<file path="src/rtl/seg_sequence_monitor.sv">
// Seven-segment receive checker: glitch-filters seg_in, decodes to BCD and tracks the 0..9 count.
// Optional saturating error counter enabled by defining SEG_SEQ_MON_ERR_CNT_EN.
//
// state  | meaning
// SEARCH | not locked; waiting for any legal digit to start tracking
// TRACK  | locked; each accepted digit is compared against expected_q
module seg_sequence_monitor #(
  parameter int STABLE_CYCLES = 4,
  parameter int ERR_CNT_W     = 8
) (
  input  logic                 clk,
  input  logic                 rst_n,
  input  logic [6:0]           seg_in,
  output logic [3:0]           digit,
  output logic                 digit_valid,
  output logic                 locked,
  output logic                 seq_err,
  output logic                 bad_pattern,
  output logic [ERR_CNT_W-1:0] err_count
);

  typedef enum logic {SEARCH, TRACK} state_t;

  localparam logic [7:0] RUN_MAX = 8'(STABLE_CYCLES);

  state_t     state_q, state_d;
  logic [6:0] seg_q, seg_d;
  logic [6:0] last_pat_q, last_pat_d;
  logic [7:0] run_q, run_d;
  logic [3:0] digit_q, digit_d;
  logic [3:0] expected_q, expected_d;
  logic       digit_valid_q, digit_valid_d;
  logic       seq_err_q, seq_err_d;
  logic       bad_pattern_q, bad_pattern_d;
  logic       accept;
  logic       dec_legal;
  logic [3:0] dec_digit;
  logic [3:0] dec_next;

  always_comb begin
    dec_digit = 4'd0;
    dec_legal = 1'b1;
    case (seg_in)
      7'b1111110: dec_digit = 4'd0;
      7'b0110000: dec_digit = 4'd1;
      7'b1101101: dec_digit = 4'd2;
      7'b1111001: dec_digit = 4'd3;
      7'b0110011: dec_digit = 4'd4;
      7'b1011011: dec_digit = 4'd5;
      7'b1011111: dec_digit = 4'd6;
      7'b1110000: dec_digit = 4'd7;
      7'b1111111: dec_digit = 4'd8;
      7'b1111011: dec_digit = 4'd9;
      default:    dec_legal = 1'b0;
    endcase
    dec_next = (dec_digit == 4'd9) ? 4'd0 : dec_digit + 4'd1;
  end

  always_comb begin
    seg_d         = seg_in;
    run_d         = (seg_in != seg_q) ? 8'd1 :
                    (run_q == RUN_MAX) ? run_q : run_q + 8'd1;
    // last_pat gates acceptance so a saturated run fires only once per pattern
    accept        = (run_d == RUN_MAX) && (seg_in != last_pat_q);
    state_d       = state_q;
    last_pat_d    = last_pat_q;
    digit_d       = digit_q;
    expected_d    = expected_q;
    digit_valid_d = 1'b0;
    seq_err_d     = 1'b0;
    bad_pattern_d = 1'b0;
    if (accept) begin
      last_pat_d = seg_in;
      if (!dec_legal) begin
        bad_pattern_d = 1'b1;
        state_d       = SEARCH;
      end else begin
        digit_valid_d = 1'b1;
        digit_d       = dec_digit;
        expected_d    = dec_next;
        seq_err_d     = (state_q == TRACK) && (dec_digit != expected_q);
        state_d       = TRACK;
      end
    end
  end

  always_ff @(posedge clk or negedge rst_n) begin
    if (!rst_n) begin
      state_q       <= SEARCH;
      seg_q         <= 7'd0;
      last_pat_q    <= 7'd0;
      run_q         <= 8'd1;
      digit_q       <= 4'd0;
      expected_q    <= 4'd0;
      digit_valid_q <= 1'b0;
      seq_err_q     <= 1'b0;
      bad_pattern_q <= 1'b0;
    end else begin
      state_q       <= state_d;
      seg_q         <= seg_d;
      last_pat_q    <= last_pat_d;
      run_q         <= run_d;
      digit_q       <= digit_d;
      expected_q    <= expected_d;
      digit_valid_q <= digit_valid_d;
      seq_err_q     <= seq_err_d;
      bad_pattern_q <= bad_pattern_d;
    end
  end

  assign digit       = digit_q;
  assign digit_valid = digit_valid_q;
  assign locked      = (state_q == TRACK);
  assign seq_err     = seq_err_q;
  assign bad_pattern = bad_pattern_q;

`ifdef SEG_SEQ_MON_ERR_CNT_EN
  logic [ERR_CNT_W-1:0] err_q, err_d;

  always_comb begin
    err_d = err_q;
    if ((seq_err_d || bad_pattern_d) && (err_q != '1)) err_d = err_q + ERR_CNT_W'(1);
  end

  always_ff @(posedge clk or negedge rst_n) begin
    if (!rst_n) err_q <= '0;
    else        err_q <= err_d;
  end

  assign err_count = err_q;
`else
  assign err_count = '0;
`endif

endmodule

</file>
<file path="config.mk">
export PLATFORM = sky130hd
export DESIGN_NAME = seg_sequence_monitor
export DESIGN_NICKNAME = d
export VERILOG_FILES = /design/src/rtl/seg_sequence_monitor.sv
export SDC_FILE = /design/constraint.sdc
export NUM_CORES = 1
export LEC_CHECK = 0
export CORE_MARGIN = 5
export CORE_UTILIZATION = 30
export CTS_BUF_LIST = sky130_fd_sc_hd__clkbuf_8
export DETAILED_ROUTE_END_ITERATION = 10
export GPL_TIMING_DRIVEN = 0
export HOLD_SLACK_MARGIN = 0.15
export PLACE_DENSITY = 0.54
export SYNTH_ARGS = -nofsm -noshare
export SYNTH_HDL_FRONTEND = slang
export SYNTH_SLANG_ARGS = --single-unit
export TNS_END_PERCENT = 10
</file>
<file path="constraint.sdc">
create_clock -name clk -period 3.6 [get_ports clk]
set_input_delay 0.9 -clock clk [delete_from_list [all_inputs] [get_ports clk]]
set_output_delay 0.9 -clock clk [all_outputs]
set_load 0.005 [all_outputs]
</file>
==> run_results.csv, run 1 <==
group,metric,value,unit
route,firstDrtPassIters,4,
floorplanning,rows,30,
power,switching_share,24.8,%
timing,fmax,326,MHz
clock_tree,cts_buffer_depth,2,
cells_and_area,areaGrowthSynthToFinish,18.5,%
route,drcViolationCount,0,
timing,grt_setup_unrepaired,"no",
clock_tree,cts_hold_buf,0,
route,vias_per_cell,4.41,
timing,slew_headroom,47.7,%
clock_tree,clkLatencyLatePin,290,ps
power,clock_power_share,38.6,%
run_status,outcome,"completed",
power,power_switching,188,uW
job,drv_cap,0,
worst_setup_path,endpoint_kind,"flop",
global_routing,gr-usage-met3,2.48,%
global_routing,grt.total_usage,9.63,%
worst_setup_path,crit_path_max_fanout,9,
place,io_buffers,16,
timing,period_needed,3070,ps
global_routing,grt_max_degree,35,
place,post-dp-hpwl,2790,um
worst_setup_path,cp_slowest_cell,"clkdlybuf4s50_1",
logic_synthesis,synth_area,2120,um2
clock_tree,cts-root-buf,"clkbuf_8",
min_path,hold_class,"flop to flop",
clock_tree,cts_setup_buffers,0,
power,p_per_area,302,nW/um2
floorplanning,core,6830,um2
power,p_int,570,uW
global_routing,grt_pass1_wl,6780,um
place,place_congestion,0.739,
place,placed_cells_incl_taps,307,
power,seqPwrFrac,51.2,%
power,peakVddDrop,182,uV
clock_tree,cts_resized,0,
worst_setup_path,reg2reg_to,"expected_q[1]",
cells_and_area,stdcell_count,315,
floorplanning,die_y,94.0,um
worst_setup_path,crit_path_end,"expected_q[1]",
worst_setup_path,critPathLaunch,"seg_in[6]",
worst_setup_path,worstPathArrival,3250,ps
global_routing,grt_util_met2,15.3,%
route,drtIter0Drc,34,
logic_synthesis,synth_seq_cells,34,
power,p_leak,0.00108,uW
clock_tree,cts_tree,"built",
global_routing,use_met1,12.9,%
timing,fin_tns_setup,0,ps
worst_setup_path,crit_required,3780,ps
route,vias,1390,
timing,fin_crit_sh,85.2,%
worst_setup_path,crit_type,"input pin to flop",
logic_synthesis,ys_seq_area_share,40.2,%
cells_and_area,final_nets,229,
global_routing,grt_busiest_layer,"met2",
clock_tree,cts_inserted_buffers,5,
floorplanning,io_pins,25,
route,wl_per_cell,12.3,um
floorplanning,dieArea,8840,um2
timing,slew_viol_final,0,
timing,tightest_slew,784,ps
global_routing,overflow,0,
power,pwr-share-comb,10.2,%
worst_setup_path,crit_chain,"clkdlybuf4s50_1, clkbuf_1, xnor2_1, nand4_1, a211oi_4, nand4_4, nor2_8, mux2_4",
cells_and_area,n_antenna_cell,0,
logic_synthesis,synth_edf_count,0,
clock_tree,cts.sinks,34,
global_routing,antenna_found_initial,0,
global_routing,first_global_vias,1406,
route,wirelength,3860,um
worst_setup_path,crit_path_start_kind,"input pin",
logic_synthesis,synth_flop_cell,"dfrtp_1",
timing,finalSetupViolCount,0,
logic_synthesis,syn_inst,188,
floorplanning,die_x,94.0,um
worst_setup_path,reg2reg_slack,1110,ps
logic_synthesis,synthArstFlopShare,100,%
timing,finalClockSkew,11.9,ps
clock_tree,clk_pin_slew,80,ps
logic_synthesis,yosysWarnings,0,
route,ant_nets,0,
worst_setup_path,max_stage_delay,470,ps
timing,hold_viol_final,0,
floorplanning,start_util,31.0,%
cells_and_area,drive_gt1_share,26.5,%
worst_setup_path,r2r_cells,8,
logic_synthesis,syn_avg_cell_area,11.3,um2
logic_synthesis,yosysUniqueCellTypes,52,
worst_setup_path,r2r-start,"run_q[0]",
clock_tree,htreeDepth,2,
[cell usage after synthesis, drive strengths merged, types with 2 or more instances]
cell type | number | share of area (%)
a211o | 2 | 0.89
a21oi | 7 | 2.4
and3 | 4 | 1.2
buf | 17 | 5.6
dfrtp | 33 | 39
ha | 2 | 1.2
inv | 5 | 0.89
mux2 | 12 | 8.5
mux2i | 3 | 1.4
nand2 | 8 | 1.8
nand3 | 8 | 2.1
nand4 | 11 | 4.7
nor2 | 13 | 3.1
nor2b | 2 | 0.59
nor3 | 5 | 1.7
nor4 | 2 | 0.89
o21ai | 3 | 0.71
o22ai | 2 | 0.89
or2b | 2 | 0.83
xnor2 | 22 | 9.1
xor2 | 7 | 2.9
[flip-flops by register name, summed over array words and instances, names as in the netlist]
signal	flops
seq_err	1
last_pat_q	7
locked	1
digit_valid	1
run_q	8
digit	4
expected_q	4
seg_q	7
bad_pattern	1
[cells in the final DEF (no fill, tap or decap), types with 8 or more instances in the layout]
cell	instances
xnor2_1	22
buf_4	8
conb_1	8
mux2_4	12
nand4_1	9
dfrtp_1	33
clkdlybuf4s50_1	15
nor2_1	12
buf_2	8
[layer usage]
layer  vias to the layer above  wire, um
met4                         0        53
met3                         7       117
met2                        23      1790
met1                       660      1900
met5                         -         0
li1                        700         -
[worst min-delay path by stage]
stage / startpoint / end / slack (ps) / cells past startpoint
after floorplan: digit[2] / digit[2] / 480 / 2
after global placement: digit[2] / digit[2] / 480 / 2
after detailed placement: digit[2] / digit[2] / 480 / 2
after CTS: digit[2] / digit[2] / 500 / 2
after global routing: digit[2] / digit[2] / 520 / 2
final: digit[2] / digit[2] / 490 / 2
[critical path, delay by kind of cell]
kind | cells | cell delay (ps)
buf+inv | 2 | 840
mux | 1 | 320
compound gates | 1 | 370
xor+xnor | 1 | 170
simple gates | 3 | 640
[layout make-up]
type	instances	area (um2)
buffer	18	121
tap	96	120
fill	684	4320
inverter	5	18.8
multi-input combinational	138	1150
timing repair buffer	16	155
clock buffer	6	82.6
clock inverter	2	7.51
sequential	34	852
[power groups by stage]
stage	Combinational, uW	Sequential [uW]	Clock, uW
2_1_floorplan	50.6	395	0
3_3_place_gp	78.5	396	0
3_5_place_dp	78.1	396	0
4_1_cts	78.3	388	302
5_1_grt	86.3	388	314
6_report	77.2	388	292
[through the flow]
stage          setup WS [ps]  area [um2]  util, %  hold WS [ps]  power (uW)
2_1_floorplan           1020        2140        -           475         446
3_3_place_gp             193        2420     35.5           482         474
3_5_place_dp             207        2420     35.4           479         474
4_1_cts                  506        2510     36.7           497         768
5_1_grt                  369        2510     36.7           519         789
6_report                 534        2510     36.7           493         758
[cells by family after synthesis]
| group | after synthesis | share of synthesized area (%) |
|---|---|---|
| AO/OA/AOI/OAI | 21 | 8.92 |
| multiplexers | 15 | 9.93 |
| flip-flops | 34 | 40.2 |
| other | 1 | 0.177 |
| AND/OR/NAND/NOR | 63 | 20.9 |
| XOR/XNOR | 29 | 12.0 |
| buffers and inverters | 23 | 6.62 |
| adder cells (fa/ha/maj) | 2 | 1.18 |
(Power assumes the default switching activity.)
==> run 2: changes to the inputs <==
--- a/config.mk
+++ b/config.mk
@@ -11,6 +11,7 @@
 export DETAILED_ROUTE_END_ITERATION = 10
 export GPL_TIMING_DRIVEN = 0
 export HOLD_SLACK_MARGIN = 0.15
+export MAX_ROUTING_LAYER = met4
 export PLACE_DENSITY = 0.54
 export SYNTH_ARGS = -nofsm -noshare
 export SYNTH_HDL_FRONTEND = slang
==> run 2 against run 1 <==
Wire length is 0.57% lower. Sequential power hardly changed. Hold slack hardly changed. Die area stayed put. Worst setup slack better by 6.2 ps. First-iteration DRC count stayed put. Cell count stayed put. Power is 0.31% lower. Count of clock-buffer cells in the layout stayed put. Register-to-register slack hardly changed. Largest cell class unchanged. Largest power group unchanged. Highest routed layer unchanged.
==> run_results.csv, run 2 (synthesis results as in run 1) <==
group,metric,value,unit
run_status,outcome,"completed",
global_routing,use_met1,13.0,%
floorplanning,start_util,31.0,%
timing,fin_crit_sh,85.0,%
route,firstDrtPassIters,4,
min_path,hold_depth,2,
cells_and_area,multi_input_area,1150,um2
global_routing,overflow,0,
timing,hold_viol_final,0,
worst_setup_path,endpoint_kind,"flop",
worst_setup_path,worstPathArrival,3240,ps
clock_tree,cts-root-buf,"clkbuf_8",
cells_and_area,stdcell_count,315,
place,io_buffers,16,
worst_setup_path,crit_type,"input pin to flop",
cells_and_area,seqCellArea,852,um2
cells_and_area,top_regs,"run_q x8, last_pat_q x7, seg_q x7",
global_routing,grt_busiest_layer,"met2",
timing,fmax,327,MHz
cells_and_area,n_antenna_cell,0,
clock_tree,cts_setup_buffers,0,
worst_setup_path,crit_required,3780,ps
route,vias,1388,
global_routing,first_global_vias,1398,
timing,finalSetupViolCount,0,
route,wl_per_cell,12.2,um
power,p_per_area,301,nW/um2
floorplanning,core,6830,um2
timing,tightest_slew,784,ps
floorplanning,dieArea,8840,um2
cells_and_area,mostFrequentLayoutCell,"dfrtp_1",
cells_and_area,filler_cell_count,684,
cells_and_area,layout_common_cells,"dfrtp_1, xnor2_1, clkdlybuf4s50_1",
timing,period_needed,3060,ps
floorplanning,rows,30,
place,placed_cells_incl_taps,307,
route,drcViolationCount,0,
floorplanning,die_x,94.0,um
global_routing,grt.total_usage,9.89,%
timing,grt_setup_unrepaired,"no",
floorplanning,die_y,94.0,um
clock_tree,cts_tree,"built",
clock_tree,cts_resized,0,
cells_and_area,top_register,"run_q",
global_routing,gr-usage-met3,2.40,%
timing,finalClockSkew,11.1,ps
global_routing,grt_pass1_wl,6780,um
cells_and_area,drive_gt1_share,26.5,%
global_routing,antenna_found_initial,0,
min_path,hold_class,"flop to flop",
route,drtIter0Drc,34,
cells_and_area,largest_register_ffs,8,
global_routing,grt_util_met2,15.2,%
place,place_congestion,0.748,
job,drv_cap,0,
place,post-dp-hpwl,2790,um
floorplanning,io_pins,25,
clock_tree,clk_pin_slew,80,ps
global_routing,grt_max_degree,35,
clock_tree,cts.sinks,34,
clock_tree,htreeDepth,2,
worst_setup_path,r2r_cells,8,
timing,slew_viol_final,0,
timing,slew_headroom,47.7,%
power,p_leak,0.00108,uW
power,peakVddDrop,180,uV
cells_and_area,final_nets,229,
clock_tree,cts_buffer_depth,2,
worst_setup_path,crit_path_max_fanout,9,
timing,fin_tns_setup,0,ps
clock_tree,cts_inserted_buffers,5,
cells_and_area,areaGrowthSynthToFinish,18.5,%
route,wirelength,3840,um
route,vias_per_cell,4.41,
worst_setup_path,crit_path_start_kind,"input pin",
route,ant_nets,0,
clock_tree,clkLatencyLatePin,290,ps
clock_tree,cts_hold_buf,0,
## run 2: cell counts in the layout (fill, tap and decap cells not counted)
No cell type changed its count.
## run 2: critical path, cell delays in order
cell             delay, ps
clkdlybuf4s50_1        470
clkbuf_1               360
xnor2_1                170
nand4_1                240
a211oi_4               370
nand4_4                180
nor2_8                 220
mux2_4                 320
## run 2: power breakdown
group          internal [uW]  total, uW  leakage [uW]  switching, uW
clock network            150        290     0.0000538            140
registers                386        388      0.000445           2.02
logic                   33.0       76.9      0.000583           43.9
## run 2: per-layer routing
metal | part of all wire (%) | routed length (um)
met2 | 47 | 1790
met5 | 0 | 0
met3 | 3.9 | 150
met4 | 1.1 | 42
met1 | 48 | 1860
## run 2: final timing paths
path	start	endpoint	slack, ps
worst max-delay path	seg_in[6]	expected_q[1]	540
worst max register to register	run_q[0]	expected_q[1]	1110
worst min register to register	digit[2]	digit[2]	490
worst min-delay path	digit[2]	digit[2]	490
min in group asynchronous	rst_n	last_pat_q[0]	690
max in group asynchronous	rst_n	seq_err	2410
## run 2: area by class of cell
class	instances	area share (%)
buffer	18	4.84
clock buffer	6	3.29
clock inverter	2	0.299
inverter	5	0.748
multi-input combinational	138	45.9
sequential	34	34.0
tap	96	4.79
timing repair buffer	16	6.18
## run 2: per-stage QoR
stage	setup slack [ps]	hold slack (ps)	total power, uW	util (%)	area, um2
final	540	492	755	36.7	2510
after floorplan	1020	475	446	-	2140
after global routing	369	519	789	36.7	2510
after CTS	506	497	768	36.7	2510
after global placement	193	482	474	35.5	2420
after detailed placement	207	479	474	35.4	2420
==> run 3: changes to the inputs <==
--- a/config.mk
+++ b/config.mk
@@ -9,6 +9,7 @@
 export CORE_UTILIZATION = 30
 export CTS_BUF_LIST = sky130_fd_sc_hd__clkbuf_8
 export DETAILED_ROUTE_END_ITERATION = 10
+export GPL_ROUTABILITY_DRIVEN = 0
 export GPL_TIMING_DRIVEN = 0
 export HOLD_SLACK_MARGIN = 0.15
 export MAX_ROUTING_LAYER = met4
==> results of run 3 <==
Same layout as run 2: the final DEF is identical, and so are final timing and power.
